<file path="src/rtl/instr_mem_loader_if.sv">
// instr_mem_loader_if: byte stream handshake (in_data/in_valid/in_ready) and memory write bus (mem_we/mem_addr/mem_wdata)
interface instr_mem_loader_if;
  logic [7:0] in_data;
  logic in_valid, in_ready, mem_we;
  logic [15:0] mem_addr, mem_wdata;
  modport master (output in_data, in_valid, input in_ready, mem_we, mem_addr, mem_wdata);
  modport slave (input in_data, in_valid, output in_ready, mem_we, mem_addr, mem_wdata);
endinterface

</file>
<file path="src/rtl/instr_mem_loader.sv">
// instr_mem_loader: framed byte stream (bus) -> 16-bit instruction memory writes (bus); start arms, busy/done/error/words_written report status
module instr_mem_loader #(
  parameter int DEPTH = 1024,
  parameter logic [7:0] SYNC_BYTE = 8'hA5
) (
  input logic clk,
  input logic rst_n,
  input logic start,
  instr_mem_loader_if.slave bus,
  output logic busy,
  output logic done,
  output logic error,
  output logic [15:0] words_written
);
  typedef enum logic [3:0] {IDLE, SYNC, LEN_HI, LEN_LO, DATA_HI, DATA_LO, WRITE, CHK, DONE, ERR} state_t;
  state_t state_q, state_d;
  logic [15:0] n_q, n_d, addr_q, addr_d, wdata_q, wdata_d, ww_q, ww_d;
  logic [7:0] hi_q, hi_d, chk_q, chk_d;
  logic xfer;
  assign bus.in_ready = state_q inside {SYNC, LEN_HI, LEN_LO, DATA_HI, DATA_LO, CHK};
  assign bus.mem_we = state_q == WRITE;
  assign bus.mem_addr = addr_q;
  assign bus.mem_wdata = wdata_q;
  assign busy = !(state_q inside {IDLE, DONE, ERR});
  assign done = state_q == DONE;
  assign error = state_q == ERR;
  assign words_written = ww_q;
  assign xfer = bus.in_valid && bus.in_ready;
  always_comb begin
    state_d = state_q;
    n_d = n_q;
    addr_d = addr_q;
    wdata_d = wdata_q;
    ww_d = ww_q;
    hi_d = hi_q;
    chk_d = chk_q;
    case (state_q)
      IDLE, DONE, ERR: if (start) begin
        state_d = SYNC;
        ww_d = '0;
        chk_d = '0;
        addr_d = '0;
      end
      SYNC: if (xfer && bus.in_data == SYNC_BYTE) state_d = LEN_HI;
      LEN_HI: if (xfer) begin
        n_d = {bus.in_data, 8'h00};
        chk_d = chk_q ^ bus.in_data;
        state_d = LEN_LO;
      end
      LEN_LO: if (xfer) begin
        n_d = {n_q[15:8], bus.in_data};
        chk_d = chk_q ^ bus.in_data;
        state_d = n_d > 16'(DEPTH) ? ERR : n_d == 16'd0 ? CHK : DATA_HI;
      end
      DATA_HI: if (xfer) begin
        hi_d = bus.in_data;
        chk_d = chk_q ^ bus.in_data;
        state_d = DATA_LO;
      end
      DATA_LO: if (xfer) begin
        wdata_d = {hi_q, bus.in_data};
        chk_d = chk_q ^ bus.in_data;
        state_d = WRITE;
      end
      WRITE: begin
        addr_d = addr_q + 16'd1;
        ww_d = ww_q + 16'd1;
        state_d = ww_d < n_q ? DATA_HI : CHK;
      end
      CHK: if (xfer) state_d = bus.in_data == chk_q ? DONE : ERR;
      default: state_d = IDLE;
    endcase
  end
  always_ff @(posedge clk) begin
    if (!rst_n) begin
      state_q <= IDLE;
      n_q <= '0;
      addr_q <= '0;
      wdata_q <= '0;
      ww_q <= '0;
      hi_q <= '0;
      chk_q <= '0;
    end else begin
      state_q <= state_d;
      n_q <= n_d;
      addr_q <= addr_d;
      wdata_q <= wdata_d;
      ww_q <= ww_d;
      hi_q <= hi_d;
      chk_q <= chk_d;
    end
  end
endmodule
</file>
<file path="src/flat_wrapper.sv">
// flat-port wrapper written by rule: the top's interface ports become plain ports
module instr_mem_loader_flat 
#(
  parameter int DEPTH = 1024,
  parameter logic [7:0] SYNC_BYTE = 8'hA5
)
  (clk, rst_n, start, busy, done, error, words_written, bus_in_data, bus_in_valid, bus_in_ready, bus_mem_we, bus_mem_addr, bus_mem_wdata);
  instr_mem_loader_if bus_i ();
  input logic clk;
  input logic rst_n;
  input logic start;
  output logic busy;
  output logic done;
  output logic error;
  output logic [15:0] words_written;
  input wire logic [$bits(bus_i.in_data)-1:0] bus_in_data;
  input wire logic [$bits(bus_i.in_valid)-1:0] bus_in_valid;
  output wire logic [$bits(bus_i.in_ready)-1:0] bus_in_ready;
  output wire logic [$bits(bus_i.mem_we)-1:0] bus_mem_we;
  output wire logic [$bits(bus_i.mem_addr)-1:0] bus_mem_addr;
  output wire logic [$bits(bus_i.mem_wdata)-1:0] bus_mem_wdata;
  assign bus_i.in_data = bus_in_data;
  assign bus_i.in_valid = bus_in_valid;
  assign bus_in_ready = bus_i.in_ready;
  assign bus_mem_we = bus_i.mem_we;
  assign bus_mem_addr = bus_i.mem_addr;
  assign bus_mem_wdata = bus_i.mem_wdata;
  instr_mem_loader #(.DEPTH(DEPTH), .SYNC_BYTE(SYNC_BYTE)) u_core (.clk(clk), .rst_n(rst_n), .start(start), .bus(bus_i), .busy(busy), .done(done), .error(error), .words_written(words_written));
endmodule
</file>
<file path="config.mk">
export PLATFORM = sky130hd
export DESIGN_NAME = instr_mem_loader_flat
export DESIGN_NICKNAME = d
export VERILOG_FILES = /design/src/rtl/instr_mem_loader_if.sv /design/src/rtl/instr_mem_loader.sv /design/src/flat_wrapper.sv
export SDC_FILE = /design/constraint.sdc
export NUM_CORES = 1
export LEC_CHECK = 0
export ABC_AREA = 1
export BUFFER_PORTS_ARGS = -buffer_cell sky130_fd_sc_hd__buf_4
export CORE_ASPECT_RATIO = 0.7
export CORE_MARGIN = 1.5
export CORE_UTILIZATION = 55
export DETAILED_ROUTE_END_ITERATION = 6
export PLACE_DENSITY = 0.73
export SLEW_MARGIN = 0
export SYNTH_ARGS = -nofsm -noshare
export SYNTH_HDL_FRONTEND = slang
export SYNTH_SLANG_ARGS = --single-unit
</file>
<file path="constraint.sdc">
create_clock -name clk -period 3.97 [get_ports clk]
set_input_delay 0.794 -clock clk [delete_from_list [all_inputs] [get_ports clk]]
set_output_delay 0.794 -clock clk [all_outputs]
set_load 0.02 [all_outputs]
</file>
==> results.md <==
* Crit path DAT at 3.08 ns
* Starting Density at 56.8%
* Worst R2R End: u_core.state_q[0]$_SDFFE_PN0P_
* Final setup TNS at 0 ns
* Remaining DRCs at 0
* Combinational share of power at 23.9%
* Crit. End Element: flop
* Number of diodes at 0
* Die Width at 111 um
* Root Driver: clkbuf_16
* Outcome: complete, no violations
* First-pass GRT wire length at between 15 and 20 mm
* Minimum clock period at ~2.9 ns
* Leakage at 0.00223 uW
* Delay-heaviest family, CP: simple AND/OR/NAND/NOR gates
* GR Util All Layers at 27.8%
* CTS tree: done
* Fmax at 345 MHz
* Startpoint Class: flop
* Drt first pass iters at 6
* Post-Synth Adder-Cell Area at 4.78%
* Power Internal at 1570 uW
* R2R depth at 20
* Vias in the first global route at between 4,000 and 5,000
* Die area at about 0.0086 mm^2
* Tcrit/Tclk final at 73.1%
* Syn-to-layout area delta at 18.4%
* Distinct cell type count after synthesis at 37
* Post-synth design cell area at 0.00445 mm^2
* Post-CTS Setup Inserts at 0
* CTS hold repair buffers at 0
* Number of antenna violations at the first check in global routing at 0
* RSZ-0062 raised after global routing: false
* Flops & latches, synth at 84
* Sw power at between 800 and 900 uW
* WS Path Type: reg2reg
* Synth Area in XOR/XNOR at 1.97%
* Reg-to-Reg Start: u_core.words_written[0]$_SDFFE_PN0P_
* FF-to-FF setup slack at approximately 1.1 ns
* CTS sink cnt at 84
* Die height at 78.3 um
* Total gr overflow at 0
* Slew Viols, Final at 0
* Largest net degree at the start of global routing at 38
* Share of layout cells above drive strength 1 at 14.5%
* Hold endpoint: u_core.bus.mem_wdata[1]$_SDFFE_PN0P_
* CP startpoint: u_core.words_written[0]$_SDFFE_PN0P_
* WP buf/inv at 2
* CP required at 4.15 ns
* PostCTS Resize Cnt at 0
* Clk slew on worst S/H paths at 0.06 ns
* Switching share of total power at between 30% and 40%
* Via-to-Cell Ratio at 5.47
* CP most frequent cell: nand2_1
* # rows at 27
* GP Congestion at 0.905
* Compound-Gate Fraction of Synth Area at between 10% and 20%
* Sequential power share at 39.6%
* Iter 0 DRT Violations at 290
* Max-cap viol count at 0
* Worst Hold Class: reg2reg
* Hpwl dp at 8.33 mm
* Mapped Avg Cell Area at slightly below 7 um^2
* Syn Nets at 679
* VDD IR max at around 0.44 mV
* Clk pwr share at 36.5%
* CTS Buffer Depth at 2
* Number of routed nets with antenna violations at 0
* Crit-path cells: nand2_1, nor2_1, nand2_1, nor2_1, nand2_1, nor2_2, inv_1, o21ai_1, and2_1, ha_1, nand2_1, inv_1, o21ai_0, a21oi_1, nor2_1, nand2_1, nand2_1, nand2_1, nand2_1, a21oi_1
* CP peak stage delay at 0.43 ns
* Worst Clk Skew at roughly 0.0065 ns
* Multiplexer share of the synthesized area at 0%
* Synth Warn # at 0
* Worst-path maximum fanout at 6
* Layout Nets at 733
* Worst-skew pair later-pin latency at about 0.34 ns
* Worst-Margin Slew at 0.996 ns
* DR WL/cell at 14.4 um
* Post-synthesis simple-gate area fraction at 28.6%
* Port bufs at 64
* Sequential element share of the synthesized area at 37.8%
* # IOs at 65
* Core ar. at 0.00784 mm^2
* Synth Instances at 650
* Final setup margin at 1.07 ns
* Crit. path cell count at 20
* Post-Route WL at about 12 mm
* Hold Vio Cnt, Final at 0
* Via count at 4,429
* Endpoints failing setup at 0
* Power density over the cells at roughly 450 mW/mm^2
* H-tree levels at 3
* Slew margin rel. at 33.5%
* WHS Path Cells at 2
* Largest family of logic cells by synthesized area: simple AND/OR/NAND/NOR gates
* Cts bufs inserted at 9
* DP Worst Slack at 1.23 ns
* Worst path slowest cell: dfxtp_1
* Hold path start: u_core.bus.mem_wdata[1]$_SDFFE_PN0P_
worst max path at each step:
| stage | end | slack, ns |
|---|---|---|
| after floorplan | u_core.state_q[1]$_SDFFE_PN0P_ | 1.50 |
| after global placement | u_core.state_q[1]$_SDFFE_PN0P_ | 1.40 |
| after detailed placement | u_core.state_q[1]$_SDFFE_PN0P_ | 1.23 |
| after CTS | u_core.state_q[0]$_SDFFE_PN0P_ | 1.13 |
| after global routing | u_core.state_q[0]$_SDFFE_PN0P_ | 0.77 |
| final | u_core.state_q[0]$_SDFFE_PN0P_ | 1.07 |
layer usage:
| layer | track usage (%) | routed length, um | up-vias |
|---|---|---|---|
| li1 | - | - | 2232 |
| met1 | 38.5 | 5680 | 2024 |
| met2 | 43.7 | 5050 | 159 |
| met3 | 6.33 | 785 | 14 |
| met4 | 7.82 | 125 | 0 |
| met5 | 0 | 0 | - |
area by class of cell:
class	instances	area (um^2)
Inverter	78	293
Sequential cell	84	1680
Multi-Input combinational cell	464	2360
Fill cell	715	2570
Clock buffer	9	225
Clock inverter	7	82.6
Tap cell	101	126
Timing Repair Buffer	67	503
cells in the final DEF, fill, tap and decap left out, types with 3 or more instances in the layout:
| master | synthesis | final |
|---|---|---|
| inv_1 | 75 | 75 |
| inv_2 | 3 | 3 |
| nor2_1 | 44 | 44 |
| o21ai_2 | 3 | 3 |
| nor2_2 | 3 | 3 |
| a21oi_1 | 84 | 84 |
| o21ai_1 | 3 | 3 |
| nand3_1 | 48 | 48 |
| dfxtp_1 | 84 | 84 |
| nand2_2 | 4 | 4 |
| buf_4 | 4 | 67 |
| a211oi_1 | 9 | 9 |
| and2_1 | 3 | 3 |
| nand2_1 | 169 | 169 |
| nor3_1 | 8 | 8 |
| nand4_1 | 6 | 6 |
| ha_1 | 17 | 17 |
| o21ai_0 | 34 | 34 |
| clkbuf_16 | 0 | 9 |
| xor2_1 | 9 | 9 |
worst min-delay path, stage by stage, from the launching register on:
cell and delay (ns):
dfxtp_1 0.31, nand2_1 0.06, a21oi_1 0.05
registers in the layout (all words and copies together), names as in the netlist:
signal / cells
u_core.words_written: 16
u_core.n_q: 16
u_core.state_q: 4
u_core.bus.mem_wdata: 16
u_core.bus.mem_addr: 16
u_core.hi_q: 8
u_core.chk_q: 8
kinds of logic after synthesis:
family                     Yosys count
xor gates and xnor gates            10
AOI/OAI and AO/OA                  142
and+or+nand+nor                    295
buffers and inverters              102
DFF                                 84
adders and majority gates           17
synthesized netlist by cell type:
library cell	count	share of area (%)
nor2_1	44	3.7
nor3_1	8	0.90
buf_6	1	0.25
or2_2	1	0.14
a211oi_1	9	1.5
xor2_1	9	1.8
and2_1	3	0.42
inv_2	3	0.25
buf_4	4	0.67
clkbuf_1	11	0.93
buf_2	6	0.67
nand2_2	4	0.56
ha_1	17	4.8
nor2_2	3	0.42
nor3b_1	1	0.17
nand2_1	169	14
o21ai_2	3	0.59
o21a_1	1	0.17
inv_1	75	6.3
o211ai_4	1	0.48
buf_1	2	0.17
nor4_4	1	0.48
a221oi_1	1	0.20
nand3b_1	2	0.34
nand3_1	48	5.4
a21oi_2	2	0.39
nand4_1	6	0.84
xnor2_1	1	0.20
o21ai_1	3	0.34
nand2_4	2	0.51
and3_1	1	0.14
a21oi_1	84	9.4
dfxtp_1	84	38
o21ai_0	34	3.8
o21bai_1	2	0.34
a22oi_1	2	0.34
nor4_1	2	0.28
stage by stage:
step	utilization, %	instances	hold slack (ns)	area (um^2)	total power [uW]
floorplan	-	650	0.443	4450	1390
finish	67.2	810	0.466	5270	2390
CTS	67.2	810	0.466	5270	2390
detailed placement	63.3	794	0.456	4960	1520
global route	67.2	810	0.479	5270	2520
global placement	63.3	794	0.449	4960	1510
power groups by stage:
stage | Combinational [uW] | Clock [uW] | Sequential [uW]
after floorplan | 448 | 0 | 946
after global placement | 547 | 0 | 962
after detailed placement | 559 | 0 | 965
after CTS | 562 | 887 | 946
after global routing | 641 | 921 | 955
final | 571 | 873 | 948
No activity file was read; power rests on OpenSTA's default activity.
